<file path="config.mk">
export PLATFORM = sky130hd
export DESIGN_NAME = wishbone_nn_stream_fifo_flat
export DESIGN_NICKNAME = d
export VERILOG_FILES = /design/src/rtl/wishbone_nn_stream_fifo_if.sv /design/src/rtl/wishbone_nn_stream_fifo.sv /design/src/flat_wrapper.sv
export SDC_FILE = /design/constraint.sdc
export NUM_CORES = 1
export LEC_CHECK = 0
export CORE_MARGIN = 4
export CORE_UTILIZATION = 40
export DETAILED_ROUTE_END_ITERATION = 10
export SLEW_MARGIN = 25
export SYNTH_ARGS = -nofsm -noshare
export SYNTH_HDL_FRONTEND = slang
export SYNTH_SLANG_ARGS = --single-unit
</file>
<file path="constraint.sdc">
create_clock -name wb_clk_i -period 7.7 [get_ports wb_clk_i]
set_input_delay 1.54 -clock wb_clk_i [delete_from_list [all_inputs] [get_ports wb_clk_i]]
set_output_delay 1.54 -clock wb_clk_i [all_outputs]
set_load 0.03 [all_outputs]
</file>
<file path="src/rtl/wishbone_nn_stream_fifo_if.sv">
// +----------------------------------------------------------------------------+
// | wishbone_nn_stream_fifo_if : Wishbone slave + in/out stream bundle           |
// | rev 1.0                                                                    |
// +----------------------------------------------------------------------------+
`default_nettype none

interface wishbone_nn_stream_fifo_if #(
  parameter int DATA_WIDTH = 32
);
  logic                  wbs_stb_i;
  logic                  wbs_cyc_i;
  logic                  wbs_we_i;
  logic [3:0]            wbs_sel_i;
  logic [31:0]           wbs_adr_i;
  logic [31:0]           wbs_dat_i;
  logic                  wbs_ack_o;
  logic [31:0]           wbs_dat_o;
  logic                  m_valid_o;
  logic [DATA_WIDTH-1:0] m_data_o;
  logic                  m_ready_i;
  logic                  s_valid_i;
  logic [DATA_WIDTH-1:0] s_data_i;
  logic                  s_ready_o;

  // Block-side view: Wishbone slave, stream master towards the core, stream slave from it.
  modport slave (
    input  wbs_stb_i, wbs_cyc_i, wbs_we_i, wbs_sel_i, wbs_adr_i, wbs_dat_i,
    output wbs_ack_o, wbs_dat_o,
    output m_valid_o, m_data_o,
    input  m_ready_i,
    input  s_valid_i, s_data_i,
    output s_ready_o
  );

  modport master (
    output wbs_stb_i, wbs_cyc_i, wbs_we_i, wbs_sel_i, wbs_adr_i, wbs_dat_i,
    input  wbs_ack_o, wbs_dat_o,
    input  m_valid_o, m_data_o,
    output m_ready_i,
    output s_valid_i, s_data_i,
    input  s_ready_o
  );
endinterface

`default_nettype wire

</file>
<file path="src/rtl/wishbone_nn_stream_fifo.sv">
// +----------------------------------------------------------------------------+
// | wishbone_nn_stream_fifo : Wishbone register window over two stream FIFOs    |
// | rev 1.0                                                                    |
// +----------------------------------------------------------------------------+
`default_nettype none

module wishbone_nn_stream_fifo #(
  parameter logic [31:0] BASE_ADDRESS = 32'h3000_0000,
  parameter int          DATA_WIDTH   = 32,
  parameter int          DEPTH        = 16
) (
  input  wire logic                 wb_clk_i,
  input  wire logic                 wb_rst_ni,
  wishbone_nn_stream_fifo_if.slave  bus
);

  localparam int             AW       = $clog2(DEPTH);
  localparam int             CW       = AW + 1;
  localparam logic [CW-1:0]  FULL_CNT = CW'(DEPTH);

  localparam logic [1:0] REG_DATA_IN  = 2'd0;
  localparam logic [1:0] REG_DATA_OUT = 2'd1;
  localparam logic [1:0] REG_STATUS   = 2'd2;
  localparam logic [1:0] REG_CTRL     = 2'd3;

  logic [DATA_WIDTH-1:0] in_mem_q  [DEPTH];
  logic [DATA_WIDTH-1:0] out_mem_q [DEPTH];

  logic [AW-1:0] in_wr_ptr_q,  in_wr_ptr_d,  in_rd_ptr_q,  in_rd_ptr_d;
  logic [AW-1:0] out_wr_ptr_q, out_wr_ptr_d, out_rd_ptr_q, out_rd_ptr_d;
  logic [CW-1:0] in_count_q,   in_count_d,   out_count_q,  out_count_d;
  logic          in_ovf_q,     in_ovf_d,     out_unf_q,    out_unf_d;
  logic          ack_q,        ack_d;
  logic [31:0]   dat_q,        dat_d;

  logic          hit, req, wr_req, rd_req;
  logic [1:0]    reg_sel;
  logic          in_empty, in_full, out_empty, out_full;
  logic          wr_data_in, in_push, in_pop, ovf_evt;
  logic          rd_data_out, out_push, out_pop, unf_evt;
  logic          ctrl_wr, flush_in, flush_out, clr_err;
  logic [31:0]   status, rd_data;
  logic          unused_bits;

  // A request is accepted only while no ack is outstanding, so each access acks exactly once.
  assign hit     = bus.wbs_adr_i[31:4] == BASE_ADDRESS[31:4];
  assign req     = bus.wbs_stb_i & bus.wbs_cyc_i & ~ack_q & hit;
  assign wr_req  = req & bus.wbs_we_i;
  assign rd_req  = req & ~bus.wbs_we_i;
  assign reg_sel = bus.wbs_adr_i[3:2];

  assign in_empty  = in_count_q == '0;
  assign in_full   = in_count_q == FULL_CNT;
  assign out_empty = out_count_q == '0;
  assign out_full  = out_count_q == FULL_CNT;

  assign wr_data_in  = wr_req & (reg_sel == REG_DATA_IN);
  assign in_push     = wr_data_in & ~in_full;
  assign ovf_evt     = wr_data_in & in_full;
  assign in_pop      = ~in_empty & bus.m_ready_i;

  assign rd_data_out = rd_req & (reg_sel == REG_DATA_OUT);
  assign out_pop     = rd_data_out & ~out_empty;
  assign unf_evt     = rd_data_out & out_empty;
  assign out_push    = bus.s_valid_i & bus.s_ready_o;

  assign ctrl_wr   = wr_req & (reg_sel == REG_CTRL);
  assign flush_in  = ctrl_wr & bus.wbs_dat_i[0];
  assign flush_out = ctrl_wr & bus.wbs_dat_i[1];
  assign clr_err   = ctrl_wr & bus.wbs_dat_i[2];

  assign status = {8'h00, 8'(out_count_q), 8'(in_count_q), 2'b00,
                   out_unf_q, in_ovf_q, out_full, out_empty, in_full, in_empty};

  assign bus.m_valid_o = ~in_empty;
  assign bus.m_data_o  = in_empty ? '0 : in_mem_q[in_rd_ptr_q];
  assign bus.s_ready_o = wb_rst_ni & ~out_full;
  assign bus.wbs_ack_o = ack_q;
  assign bus.wbs_dat_o = dat_q;

  assign unused_bits = ^{bus.wbs_sel_i, bus.wbs_adr_i[1:0], bus.wbs_dat_i};

  always_comb begin
    in_wr_ptr_d  = in_wr_ptr_q;
    in_rd_ptr_d  = in_rd_ptr_q;
    in_count_d   = in_count_q;
    out_wr_ptr_d = out_wr_ptr_q;
    out_rd_ptr_d = out_rd_ptr_q;
    out_count_d  = out_count_q;

    if (in_push) in_wr_ptr_d = in_wr_ptr_q + AW'(1);
    if (in_pop)  in_rd_ptr_d = in_rd_ptr_q + AW'(1);
    case ({in_push, in_pop})
      2'b10:   in_count_d = in_count_q + CW'(1);
      2'b01:   in_count_d = in_count_q - CW'(1);
      default: in_count_d = in_count_q;
    endcase

    if (out_push) out_wr_ptr_d = out_wr_ptr_q + AW'(1);
    if (out_pop)  out_rd_ptr_d = out_rd_ptr_q + AW'(1);
    case ({out_push, out_pop})
      2'b10:   out_count_d = out_count_q + CW'(1);
      2'b01:   out_count_d = out_count_q - CW'(1);
      default: out_count_d = out_count_q;
    endcase

    // Flush wins over any push or pop landing on the same edge.
    if (flush_in) begin
      in_wr_ptr_d = '0;
      in_rd_ptr_d = '0;
      in_count_d  = '0;
    end
    if (flush_out) begin
      out_wr_ptr_d = '0;
      out_rd_ptr_d = '0;
      out_count_d  = '0;
    end

    in_ovf_d  = (in_ovf_q  & ~clr_err) | ovf_evt;
    out_unf_d = (out_unf_q & ~clr_err) | unf_evt;

    rd_data = '0;
    case (reg_sel)
      REG_DATA_OUT: if (!out_empty) rd_data = 32'(out_mem_q[out_rd_ptr_q]);
      REG_STATUS:   rd_data = status;
      default:      rd_data = '0;
    endcase

    ack_d = req;
    dat_d = rd_req ? rd_data : '0;
  end

  always_ff @(posedge wb_clk_i or negedge wb_rst_ni) begin
    if (!wb_rst_ni) begin
      in_wr_ptr_q  <= '0;
      in_rd_ptr_q  <= '0;
      in_count_q   <= '0;
      out_wr_ptr_q <= '0;
      out_rd_ptr_q <= '0;
      out_count_q  <= '0;
      in_ovf_q     <= 1'b0;
      out_unf_q    <= 1'b0;
      ack_q        <= 1'b0;
      dat_q        <= '0;
    end else begin
      in_wr_ptr_q  <= in_wr_ptr_d;
      in_rd_ptr_q  <= in_rd_ptr_d;
      in_count_q   <= in_count_d;
      out_wr_ptr_q <= out_wr_ptr_d;
      out_rd_ptr_q <= out_rd_ptr_d;
      out_count_q  <= out_count_d;
      in_ovf_q     <= in_ovf_d;
      out_unf_q    <= out_unf_d;
      ack_q        <= ack_d;
      dat_q        <= dat_d;
    end
  end

  // Storage is deliberately left out of reset; only pointers and counts define validity.
  always_ff @(posedge wb_clk_i) begin
    if (in_push)  in_mem_q[in_wr_ptr_q]   <= bus.wbs_dat_i[DATA_WIDTH-1:0];
    if (out_push) out_mem_q[out_wr_ptr_q] <= bus.s_data_i;
  end

endmodule

`default_nettype wire

</file>
<file path="src/flat_wrapper.sv">
// flat-port wrapper written by rule: the top's interface ports become plain ports
module wishbone_nn_stream_fifo_flat 
#(
  parameter logic [31:0] BASE_ADDRESS = 32'h3000_0000,
  parameter int          DATA_WIDTH   = 32,
  parameter int          DEPTH        = 16
)
  (wb_clk_i, wb_rst_ni, bus_wbs_stb_i, bus_wbs_cyc_i, bus_wbs_we_i, bus_wbs_sel_i, bus_wbs_adr_i, bus_wbs_dat_i, bus_wbs_ack_o, bus_wbs_dat_o, bus_m_valid_o, bus_m_data_o, bus_m_ready_i, bus_s_valid_i, bus_s_data_i, bus_s_ready_o);
  wishbone_nn_stream_fifo_if #(.DATA_WIDTH(DATA_WIDTH)) bus_i ();
  input  wire logic wb_clk_i;
  input  wire logic wb_rst_ni;
  input wire logic [$bits(bus_i.wbs_stb_i)-1:0] bus_wbs_stb_i;
  input wire logic [$bits(bus_i.wbs_cyc_i)-1:0] bus_wbs_cyc_i;
  input wire logic [$bits(bus_i.wbs_we_i)-1:0] bus_wbs_we_i;
  input wire logic [$bits(bus_i.wbs_sel_i)-1:0] bus_wbs_sel_i;
  input wire logic [$bits(bus_i.wbs_adr_i)-1:0] bus_wbs_adr_i;
  input wire logic [$bits(bus_i.wbs_dat_i)-1:0] bus_wbs_dat_i;
  output wire logic [$bits(bus_i.wbs_ack_o)-1:0] bus_wbs_ack_o;
  output wire logic [$bits(bus_i.wbs_dat_o)-1:0] bus_wbs_dat_o;
  output wire logic [$bits(bus_i.m_valid_o)-1:0] bus_m_valid_o;
  output wire logic [$bits(bus_i.m_data_o)-1:0] bus_m_data_o;
  input wire logic [$bits(bus_i.m_ready_i)-1:0] bus_m_ready_i;
  input wire logic [$bits(bus_i.s_valid_i)-1:0] bus_s_valid_i;
  input wire logic [$bits(bus_i.s_data_i)-1:0] bus_s_data_i;
  output wire logic [$bits(bus_i.s_ready_o)-1:0] bus_s_ready_o;
  assign bus_i.wbs_stb_i = bus_wbs_stb_i;
  assign bus_i.wbs_cyc_i = bus_wbs_cyc_i;
  assign bus_i.wbs_we_i = bus_wbs_we_i;
  assign bus_i.wbs_sel_i = bus_wbs_sel_i;
  assign bus_i.wbs_adr_i = bus_wbs_adr_i;
  assign bus_i.wbs_dat_i = bus_wbs_dat_i;
  assign bus_wbs_ack_o = bus_i.wbs_ack_o;
  assign bus_wbs_dat_o = bus_i.wbs_dat_o;
  assign bus_m_valid_o = bus_i.m_valid_o;
  assign bus_m_data_o = bus_i.m_data_o;
  assign bus_i.m_ready_i = bus_m_ready_i;
  assign bus_i.s_valid_i = bus_s_valid_i;
  assign bus_i.s_data_i = bus_s_data_i;
  assign bus_s_ready_o = bus_i.s_ready_o;
  wishbone_nn_stream_fifo #(.BASE_ADDRESS(BASE_ADDRESS), .DATA_WIDTH(DATA_WIDTH), .DEPTH(DEPTH)) u_core (.wb_clk_i(wb_clk_i), .wb_rst_ni(wb_rst_ni), .bus(bus_i));
endmodule
</file>
==> results of run 1 <==
-- flip-flops by register name, indices dropped and copies added (netlist names), 4 cells and up --
signal                cells
u_core.out_rd_ptr_q       4
u_core.in_rd_ptr_q        4
u_core.in_count_q         5
u_core.in_wr_ptr_q        4
u_core.bus.wbs_dat_o     32
u_core.out_mem_q        512
u_core.in_mem_q         512
u_core.out_count_q        5
u_core.out_wr_ptr_q       4
-- final timing paths --
check | cells past startpoint | from | endpoint
setup reg to reg | 7 | u_core.bus.wbs_ack_o | u_core.in_mem_q[4][31]
hold / removal | 1 | u_core.out_unf_q | u_core.bus.wbs_dat_o[5]
max in group asynchronous | 2 | wb_rst_ni | u_core.in_rd_ptr_q[1]
min in group asynchronous | 1 | wb_rst_ni | u_core.bus.wbs_dat_o[28]
setup / recovery | 6 | u_core.in_rd_ptr_q[0] | bus_m_data_o[0]
hold reg to reg | 1 | u_core.out_unf_q | u_core.bus.wbs_dat_o[5]
-- kinds of logic after synthesis --
group | count (synthesis) | share of synthesized area (%)
mux | 317 | 15.9
buf+inv | 118 | 1.44
flops | 1085 | 77.0
simple gates | 177 | 2.43
compound gates | 136 | 2.20
fa+ha+maj | 20 | 0.597
xor+xnor | 20 | 0.418
-- through the flow --
step	worst slack (ns)	hold slack [ns]	total power [W]	std cells
after global placement	2.59	0.571	0.00984	3371
after global routing	1.93	0.577	0.0155	3578
after detailed placement	2.53	0.569	0.00990	3372
final	2.13	0.553	0.0150	3583
after CTS	2.04	0.564	0.0151	3575
after floorplan	1.60	0.473	0.00889	1873
-- synth_stat cells, types with 2 or more instances --
library cell	n	area (um2)
or3_1	4	25.0
buf_4	7	52.6
nor4_1	11	68.8
inv_2	2	7.51
o21ai_0	23	115
nor3b_1	4	30.0
and2_1	66	413
nand4_1	5	31.3
buf_2	23	115
nor2b_1	3	18.8
mux2_2	9	101
mux2i_1	31	310
o21ai_1	2	10.0
ha_1	20	250
mux4_2	277	6240
nand3_1	3	15.0
and3_1	5	31.3
nand2b_1	2	12.5
and4_1	3	26.3
nor2_1	30	113
nor3_1	3	15.0
dfrtp_1	61	1530
and3b_1	4	35.0
edfxtp_1	1024	30700
a221oi_1	9	78.8
inv_1	15	56.3
buf_1	16	60.1
buf_6	14	158
a22oi_1	42	315
xnor2_1	8	70.1
clkbuf_1	41	154
nand2_1	26	97.6
xor2_1	12	105
a21oi_1	33	165
a22o_1	14	123
a32o_1	4	40.0
-- per-layer routing --
metal	share of wire, %	track usage [%]
met1	40	23.1
met2	50	28.7
met3	7.0	3.92
met4	3.0	5.82
met5	0.042	0
-- power groups by stage --
stage | clock (W) | sequential (W) | combinational, W
final | 0.00523 | 0.00688 | 0.00285
after floorplan | 0 | 0.00682 | 0.00208
after global placement | 0 | 0.00707 | 0.00276
after global routing | 0.00562 | 0.00690 | 0.00303
after CTS | 0.00535 | 0.00692 | 0.00286
after detailed placement | 0 | 0.00704 | 0.00286
-- layout make-up --
type	count	share of cell area [%]
Clock buffer	139	6.10
Multi-Input combinational cell	670	18.6
Antenna cell	7	0.0358
Clock inverter	64	1.22
Timing Repair Buffer	221	4.38
Inverter	17	0.130
Tap cell	1380	3.53
Sequential cell	1085	66.0
==> metrics.csv, run 1 <==
stage,metric,value,unit
sta,finalSetupViolCount,0,
placed_design,gp_congestion,0.743,
synth,syn_area_per_cell,22.4,um2
cells_and_area,seqCellArea,0.0323,mm2
pwr,power_frac_clock,35.0,%
sta,finalHoldViolations,0,
pwr,seq_power_share,46.0,%
cts,h-tree-depth,3,
status,outcome,"complete, no violations",
sta,clock_skew,0.0380,ns
synth,synth_edf_count,1024,
route,routedWlPerCell,27.0,um
route,vias,19800,
critical_path,slowest_delay,0.78,ns
route,routed_wl,96.7,mm
placed_design,placed_area,0.0453,mm2
placed_design,numPortBuffers,167,
cts,clk_pin_slew,0.06,ns
critical_path,reg2reg_slack,3.99,ns
cts,cts_sinks,1085,
synth,syn_area,0.0419,mm2
die,dieWidth,332,um
die,ios,174,
cts,cts_hold_buffers,0,
critical_path,crit_type,register to output pin,
global_route,grt_pass1_wl,141,mm
critical_path,path_delay_family,buffers and inverters,
critical_path,path_max_fanout,40,
cells_and_area,multi_input_area,0.00911,mm2
cells_and_area,mostFrequentLayoutCell,edfxtp_1,
critical_path,crit_slowest_cell,dfrtp_4,
sta,rsz0062_at_grt,no,
cells_and_area,utilization,47.1,%
pwr,p_leak,15.4,nW
pwr,vdd_ir_drop_max,373,uV
synth,postSynthCellCount,1873,
critical_path,critPathMostFrequentCell,mux4_2,
pwr,power_density,306,mW/mm2
die,initial_utilization,40.4,%
critical_path,worst_ep_required_time,6.16,ns
die,rows,118,
cells_and_area,syn_to_final_growth,16.8,%
cts,post_cts_buffers,0,
die,dieHeight,332,um
route,ant_nets,0,
pwr,power_switching_share,25.7,%
synth,synth_cell_types,53,
synth,synth-seq-cells,1085,
sta,slew_headroom,31.4,%
cells_and_area,drive_above_1_share,25.2,%
cts,clk_latency,0.70,ns
pwr,p_sw,0.00384,W
global_route,grt_pass1_vias,20600,
global_route,antenna_found_initial,11,
sta,worstMarginPinSlew,1.03,ns
route,drc_errors,0,
global_route,grt_max_degree,68,
cells_and_area,fillCellCount,8436,
die,coreArea,0.104,mm2
route,drtIter0Drc,1918,
cts,cts_made_buffers,109,
cts,cts_tree,done,
synth,ys.flop_type,edfxtp_1,
critical_path,cp-end-kind,output pin,
pwr,internal-power,0.0111,W
die,die_area,0.110,mm2
cts,cts-root-buf,clkbuf_16,
sta,period_minus_slack,5.57,ns
route,drt_pass1_iterations,5,
critical_path,cp_num_buf_inv,3,
cts,cts_resized,0,
sta,setup_tns,0,ns
cells_and_area,postLayoutCellArea,0.0489,mm2
placed_design,place_hpwl,51.9,mm
cells_and_area,final_nets,2231,
pwr,combPwrFrac,19.1,%
synth,syn_nets,2000,
sta,timing.fmax,0.180,GHz
global_route,overflow,0,
critical_path,crit_arrival,4.03,ns
sta,post-route-period-util,72.3,%
sta,slew_viol_final,0,
synth,yosysWarnings,0,
cts,cts_buffer_depth,3,
synth,seq_area_frac_synth,77.0,%
hold_path,hp-class,register to register,
critical_path,startpoint_type,register,
critical_path,path_cells,buf_16 > buf_12 > mux4_2 > mux4_2 > and2_1 > clkdlybuf4s50_1,
route,viasPerCell,5.53,
global_route,grtUsageTotal,17.4,%
synth,async_reset_ff_share,5.62,%
flow_run,maxCapViolCount,0,
cells_and_area,layout_common_cells,"1024 x edfxtp_1, 277 x mux4_2, 166 x clkdlybuf4s50_1, 112 x clkbuf_16, 55 x dfrtp_1",
Power figures use the tool's default switching activity.
==> run 2, diff against run 1 <==
==> constraint.sdc (replaced) <==
create_clock -name wb_clk_i -period 5.7 [get_ports wb_clk_i]
set_input_delay 1.14 -clock wb_clk_i [delete_from_list [all_inputs] [get_ports wb_clk_i]]
set_output_delay 1.14 -clock wb_clk_i [all_outputs]
set_load 0.03 [all_outputs]
==> run 2 against run 1 <==
- via count fell by 0.93%
- register-to-register slack got worse by 1.8 ns
- worst hold slack got worse by 0.24 ns
- worst setup slack got worse by 1.4 ns
- clock power rose by 32%
- sequential share of layout area rose by 0.052 points
- largest power group unchanged
- highest routed layer unchanged
==> metrics.csv, run 2 (synthesized netlist as in run 1, its figures left out) <==
stage,metric,value,unit,change
sta,finalHoldViolations,0,,unchanged
placed_design,numPortBuffers,167,,unchanged
sta,timing.fmax,0.202,GHz,
pwr,seq_power_share,46.7,%,+0.7 points
cts,cts-root-buf,clkbuf_16,,
cells_and_area,drive_above_1_share,24.8,%,-0.36 points
sta,period_minus_slack,4.94,ns,
cts,cts_hold_buffers,0,,unchanged
route,vias,19600,,-0.93%
sta,slew_headroom,30.3,%,-1.1 points
pwr,p_sw,0.00513,W,+34%
global_route,grtUsageTotal,17.3,%,-0.15 points
pwr,combPwrFrac,18.9,%,-0.2 points
flow_run,maxCapViolCount,0,,unchanged
cts,clk_pin_slew,0.06,ns,about the same
critical_path,worst_ep_required_time,4.56,ns,-1.60 ns
route,viasPerCell,5.48,,-0.96%
global_route,antenna_found_initial,9,,-2
hold_path,hp-class,input port to asynchronous set/reset pin,,
cts,cts_buffer_depth,3,,unchanged
die,rows,118,,unchanged
sta,setup_tns,0,ns,unchanged
placed_design,gp_congestion,0.755,,+1.7%
cts,clk_latency,0.68,ns,-0.02 ns
route,drt_pass1_iterations,7,,+2
global_route,gr-usage-met1,23.0,%,-0.066 points
die,dieHeight,332,um,unchanged
sta,worstMarginPinSlew,1.05,ns,+0.0205 ns
sta,rsz0062_at_grt,no,,
global_route,grt_pass1_wl,140,mm,-0.33%
global_route,grt_busiest_layer,met2,,
cells_and_area,mostFrequentLayoutCell,edfxtp_1,,
critical_path,critPathMostFrequentCell,mux4_2,,
critical_path,crit_slowest_cell,dfrtp_4,,
die,coreArea,0.104,mm2,unchanged
pwr,power_density,410,mW/mm2,+34%
pwr,internal-power,0.0149,W,+34%
global_route,grtUsageMet2,28.6,%,-0.13 points
cells_and_area,layout_common_cells,"1024 x edfxtp_1, 277 x mux4_2, 166 x clkdlybuf4s50_1, 109 x clkbuf_16, 55 x dfrtp_1",,
cells_and_area,syn_to_final_growth,16.7,%,about the same
cts,cts_made_buffers,107,,-1.8%
sta,clock_skew,0.0245,ns,-0.0135 ns
cts,cts_sinks,1085,,unchanged
global_route,overflow,0,,unchanged
critical_path,cp-end-kind,output pin,,
sta,post-route-period-util,86.7,%,
global_route,grt_pass1_vias,20700,,+0.60%
cts,cts_resized,0,,unchanged
pwr,p_leak,15.4,nW,about the same
cells_and_area,utilization,47.1,%,about the same
pwr,vdd_ir_drop_max,372,uV,-0.12%
route,routed_wl,95.3,mm,-1.4%
cells_and_area,final_nets,2235,,+0.18%
critical_path,slowest_delay,0.84,ns,+0.06 ns
die,die_area,0.110,mm2,unchanged
sta,finalSetupViolCount,0,,unchanged
die,initial_utilization,40.4,%,unchanged
global_route,met3_usage,3.69,%,-0.23 points
pwr,power_frac_clock,34.5,%,-0.5 points
cts,post_cts_buffers,0,,unchanged
sta,slew_viol_final,0,,unchanged
critical_path,crit_arrival,3.80,ns,-0.23 ns
route,drtIter0Drc,1721,,-10%
placed_design,place_hpwl,53.4,mm,+2.7%
die,dieWidth,332,um,unchanged
pwr,power_switching_share,25.6,%,-0.068 points
die,ios,174,,unchanged
route,ant_nets,0,,unchanged
critical_path,startpoint_type,register,,
critical_path,path_max_fanout,36,,-10%
critical_path,crit_type,register to output pin,,
status,outcome,"complete, no violations",,
route,routedWlPerCell,26.6,um,-1.5%
cts,h-tree-depth,3,,unchanged
route,drc_errors,0,,unchanged
global_route,grt_max_degree,111,,+63%
cts,cts_tree,done,,
critical_path,path_cells,buf_12 > mux4_2 > mux4_2 > and2_1 > clkdlybuf4s50_1,,
==> run 2: cell count changes in the layout (fill, tap and decap cells not counted), moves of 2 or more <==
cell / change
buf_12: +6
clkinv_2: +2
clkbuf_8: -5
clkbuf_16: -3
inv_6: +2
clkinvlp_4: -4
clkbuf_1: +10
diode_2: -3
clkinv_4: -4
==> run 2: through the flow <==
stage               setup WS, ns  total power, W  instances  instance area, um2  hold WS (ns)
floorplan            -0.00000533          0.0120       1873               41900         0.473
CTS                        0.615          0.0203       3580               48900         0.277
global placement            1.16          0.0133       3379               45400         0.578
finish                     0.759          0.0200       3584               48900         0.315
detailed placement          1.13          0.0134       3379               45400         0.578
global route               0.524          0.0208       3581               48900         0.290
==> run 2: layer usage <==
layer | part of all wire [%] | up-vias
li1 | - | 8344
met1 | 41 | 10500
met2 | 50 | 612
met3 | 6.3 | 156
met4 | 2.9 | 8
met5 | 0.046 | -
==> run 2: critical path: cells and delay by family, from the launching register on <==
| family | cells | cell delay (ns) |
|---|---|---|
| multiplexers | 2 | 1.08 |
| AND/OR/NAND/NOR | 1 | 0.18 |
| flip-flops | 1 | 0.84 |
| buffers and inverters | 2 | 0.96 |
==> run 2: layout make-up <==
type                    count  area [um2]
diodes                      4        10.0
clock buffers             141        2880
clock inverters            60         576
fillers                  8391       54900
inverters                  17        63.8
multi-input cells         670        9100
flip-flops and latches   1085       32300
well taps                1380        1730
repair buffers            227        2240
==> run 2: final timing paths <==
| kind | start | to | slack, ns | cells past startpoint |
|---|---|---|---|---|
| setup / recovery | u_core.in_rd_ptr_q[0] | bus_m_data_o[22] | 0.76 | 5 |
| hold reg to reg | u_core.out_unf_q | u_core.bus.wbs_dat_o[5] | 0.58 | 1 |
| hold / removal | wb_rst_ni | u_core.bus.wbs_dat_o[25] | 0.31 | 1 |
| min in group wb_clk_i | u_core.out_unf_q | u_core.bus.wbs_dat_o[5] | 0.58 | 1 |
| max in group asynchronous | wb_rst_ni | u_core.out_rd_ptr_q[0] | 4.49 | 2 |
| setup reg to reg | u_core.bus.wbs_ack_o | u_core.out_count_q[4] | 2.18 | 11 |
==> run 2: power groups by stage <==
stage                     Combinational, W  Clock (W)  Sequential, W
after floorplan                    0.00281          0        0.00921
after global placement             0.00380          0        0.00951
after detailed placement           0.00384          0        0.00953
after CTS                          0.00385    0.00706        0.00936
after global routing               0.00403    0.00741        0.00940
final                              0.00378    0.00690        0.00935
==> run 3, diff against run 2 <==
--- a/config.mk
+++ b/config.mk
@@ -8,6 +8,7 @@
 export CORE_MARGIN = 4
 export CORE_UTILIZATION = 40
 export DETAILED_ROUTE_END_ITERATION = 10
+export PLACE_DENSITY = 0.59
 export SLEW_MARGIN = 25
 export SYNTH_ARGS = -nofsm -noshare
 export SYNTH_HDL_FRONTEND = slang
==> run 3 against run 2 <==
- total power shrank 0.16%
- worst setup slack got worse by 0.0059 ns
- die area stayed put
- final cell count unchanged
- design area is essentially flat
- worst hold slack gained 0.19 ns
- clock power down 0.6%
- combinational power barely moved
- sequential share of layout area grew 0.059 points
==> metrics.csv, run 3 (synthesized netlist as in run 1, its figures left out) <==
stage,metric,value,unit,change
critical_path,crit_type,register to output pin,,
global_route,grt_pass1_vias,20500,,-1.1%
hold_path,worst_hold_path.endpoint,u_core.bus.wbs_dat_o[5],,
sta,finalSetupViolCount,0,,unchanged
cts,cts_tree,done,,
route,ant_nets,0,,unchanged
critical_path,path_delay_family,multiplexers,,
sta,finalHoldViolations,0,,unchanged
route,drt_pass1_iterations,5,,-2
die,initial_utilization,40.4,%,unchanged
global_route,grt_pass1_wl,141,mm,+0.52%
route,wl_met1,38.7,mm,-1.2%
die,coreArea,0.104,mm2,unchanged
critical_path,slowest_delay,0.80,ns,-0.04 ns
critical_path,startpoint_type,register,,
cells_and_area,utilization,47.1,%,about the same
hold_path,worstHoldStart,u_core.out_unf_q,,
flow_run,maxCapViolCount,0,,unchanged
die,ios,174,,unchanged
cells_and_area,layout_common_cells,"1024 x edfxtp_1, 277 x mux4_2, 166 x clkdlybuf4s50_1, 109 x clkbuf_16, 55 x dfrtp_1",,
critical_path,path_max_fanout,46,,+28%
sta,rsz0062_at_grt,no,,
cells_and_area,fillCellCount,8500,,+1.3%
hold_path,hold-path-cell-count,1,,
sta,timing.fmax,0.202,GHz,-0.12%
pwr,p_leak,15.4,nW,about the same
cells_and_area,final_nets,2238,,+0.13%
global_route,antenna_found_initial,13,,+4
pwr,vdd_ir_drop_max,293,uV,-21%
cells_and_area,mostFrequentLayoutCell,edfxtp_1,,
route,met3WireLength,6.27,mm,+3.8%
cells_and_area,syn_to_final_growth,16.6,%,about the same
pwr,power_switching_share,25.7,%,+0.13 points
placed_design,place_hpwl,54.1,mm,+1.4%
placed_design,gp_congestion,0.737,,-2.5%
route,drc_errors,0,,unchanged
route,top_layer,met5,,
pwr,power_frac_clock,34.3,%,-0.2 points
die,die_area,0.110,mm2,unchanged
cts,cts-root-buf,clkbuf_16,,
hold_path,hp-class,register to register,,
critical_path,crit_arrival,3.81,ns,about the same
cts,post_cts_buffers,0,,unchanged
cts,cts_sinks,1085,,unchanged
pwr,p_sw,0.00515,W,+0.34%
critical_path,worst_r2r_path_depth,11,,unchanged
critical_path,cp-end-kind,output pin,,
cts,clk_pin_slew,0.06,ns,about the same
sta,slew_headroom,32.3,%,+2.1 points
die,dieWidth,332,um,unchanged
route,viasPerCell,5.50,,+0.36%
placed_design,numPortBuffers,167,,unchanged
cts,clk_latency,0.68,ns,about the same
pwr,power.total,0.0200,W,-0.16%
global_route,overflow,0,,unchanged
cells_and_area,drive_above_1_share,24.9,%,+0.10 points
critical_path,cp_num_buf_inv,2,,unchanged
global_route,grt_max_degree,63,,-43%
pwr,internal-power,0.0149,W,-0.34%
global_route,grtUsageTotal,17.4,%,+0.13 points
sta,slew_viol_final,0,,unchanged
route,routedWlPerCell,26.9,um,+1.1%
sta,clock_skew,0.0316,ns,+0.00711 ns
sta,worstMarginPinSlew,1.01,ns,-0.0309 ns
route,wl_met2,49.2,mm,+4.1%
critical_path,r2r_start,u_core.bus.wbs_ack_o,,
cts,cts_hold_buffers,0,,unchanged
die,dieHeight,332,um,unchanged
pwr,seq_power_share,46.8,%,about the same
route,drtIter0Drc,1804,,+4.8%
sta,post-route-period-util,86.8,%,+0.10 points
die,rows,118,,unchanged
sta,period_minus_slack,4.95,ns,+0.00592 ns
critical_path,path_cells,buf_12 > mux4_2 > mux4_2 > and2_1 > clkdlybuf4s50_1,,
critical_path,worst_ep_required_time,4.56,ns,about the same
cts,cts_buffer_depth,3,,unchanged
critical_path,crit_slowest_cell,dfrtp_4,,
pwr,combPwrFrac,18.9,%,about the same
cts,h-tree-depth,3,,unchanged
pwr,power_density,409,mW/mm2,about the same
critical_path,reg2reg_to,u_core.out_count_q[4],,
route,routed_wl,96.4,mm,+1.1%
status,outcome,"complete, no violations",,
cts,cts_resized,0,,unchanged
critical_path,critPathMostFrequentCell,mux4_2,,
route,vias,19700,,+0.36%
cts,cts_made_buffers,109,,+1.9%
critical_path,reg2reg_slack,2.12,ns,-0.06 ns
-- run 3: cell count changes in the layout (fill, tap and decap cells not counted), moves of 2 or more --
cell	change
buf_12	-2
buf_4	+3
clkbuf_1	-11
clkinv_1	+10
clkinv_8	-2
clkinvlp_4	-2
inv_6	+2
-- run 3: metrics by stage --
| step | instances | worst slack [ns] | hold WS (ns) | setup TNS [ns] | area, um2 |
|---|---|---|---|---|---|
| finish | 3584 | 0.753 | 0.506 | 0 | 48900 |
| global route | 3580 | 0.540 | 0.535 | 0 | 48800 |
| CTS | 3579 | 0.609 | 0.506 | 0 | 48800 |
| detailed placement | 3380 | 1.11 | 0.490 | 0 | 45400 |
| global placement | 3380 | 1.17 | 0.490 | 0 | 45400 |
| floorplan | 1873 | -0.00000533 | 0.473 | -0.000171 | 41900 |
-- run 3: per-layer routing --
layer  vias up  global-route usage, %
li1       8367                      -
met1     10500                   23.1
met2       665                   29.7
met3       160                   3.33
met4         8                   4.37
met5         -                      0
-- run 3: power groups by stage --
| stage | sequential (W) | combinational, W | clock (W) |
|---|---|---|---|
| after global placement | 0.00952 | 0.00380 | 0 |
| after floorplan | 0.00921 | 0.00281 | 0 |
| after detailed placement | 0.00954 | 0.00385 | 0 |
| after global routing | 0.00940 | 0.00402 | 0.00736 |
| after CTS | 0.00937 | 0.00386 | 0.00700 |
| final | 0.00936 | 0.00378 | 0.00686 |
-- run 3: cell type report --
cell class / instances / area (um2) / area share, %
sequential: 1085 / 32300 / 66.1
multi-input combinational: 670 / 9110 / 18.6
clock buffer: 130 / 2840 / 5.81
timing repair buffer: 228 / 2230 / 4.56
tap: 1380 / 1730 / 3.53
clock inverter: 69 / 584 / 1.20
inverter: 17 / 63.8 / 0.131
antenna: 5 / 12.5 / 0.0256
-- run 3: worst max-delay path by stage --
stage,end,cells past startpoint,from
floorplan,u_core.in_mem_q[3][0],7,bus_wbs_adr_i[18]
CTS,bus_m_data_o[5],5,u_core.in_rd_ptr_q[0]
detailed placement,u_core.in_mem_q[7][2],8,bus_wbs_adr_i[24]
finish,bus_m_data_o[6],5,u_core.in_rd_ptr_q[0]
global placement,u_core.in_mem_q[6][2],8,bus_wbs_cyc_i
global route,bus_m_data_o[5],5,u_core.in_rd_ptr_q[0]
-- run 3: worst register-to-register path, cell delays in order (launching register included) --
cell,delay (ns)
dfrtp_1,0.46
nor4bb_1,0.40
and4_1,0.43
and3_1,0.54
ha_1,0.43
xor2_1,0.12
ha_1,0.19
a21oi_1,0.23
o21bai_1,0.11
a222oi_1,0.31
or3_1,0.17
a21oi_1,0.06
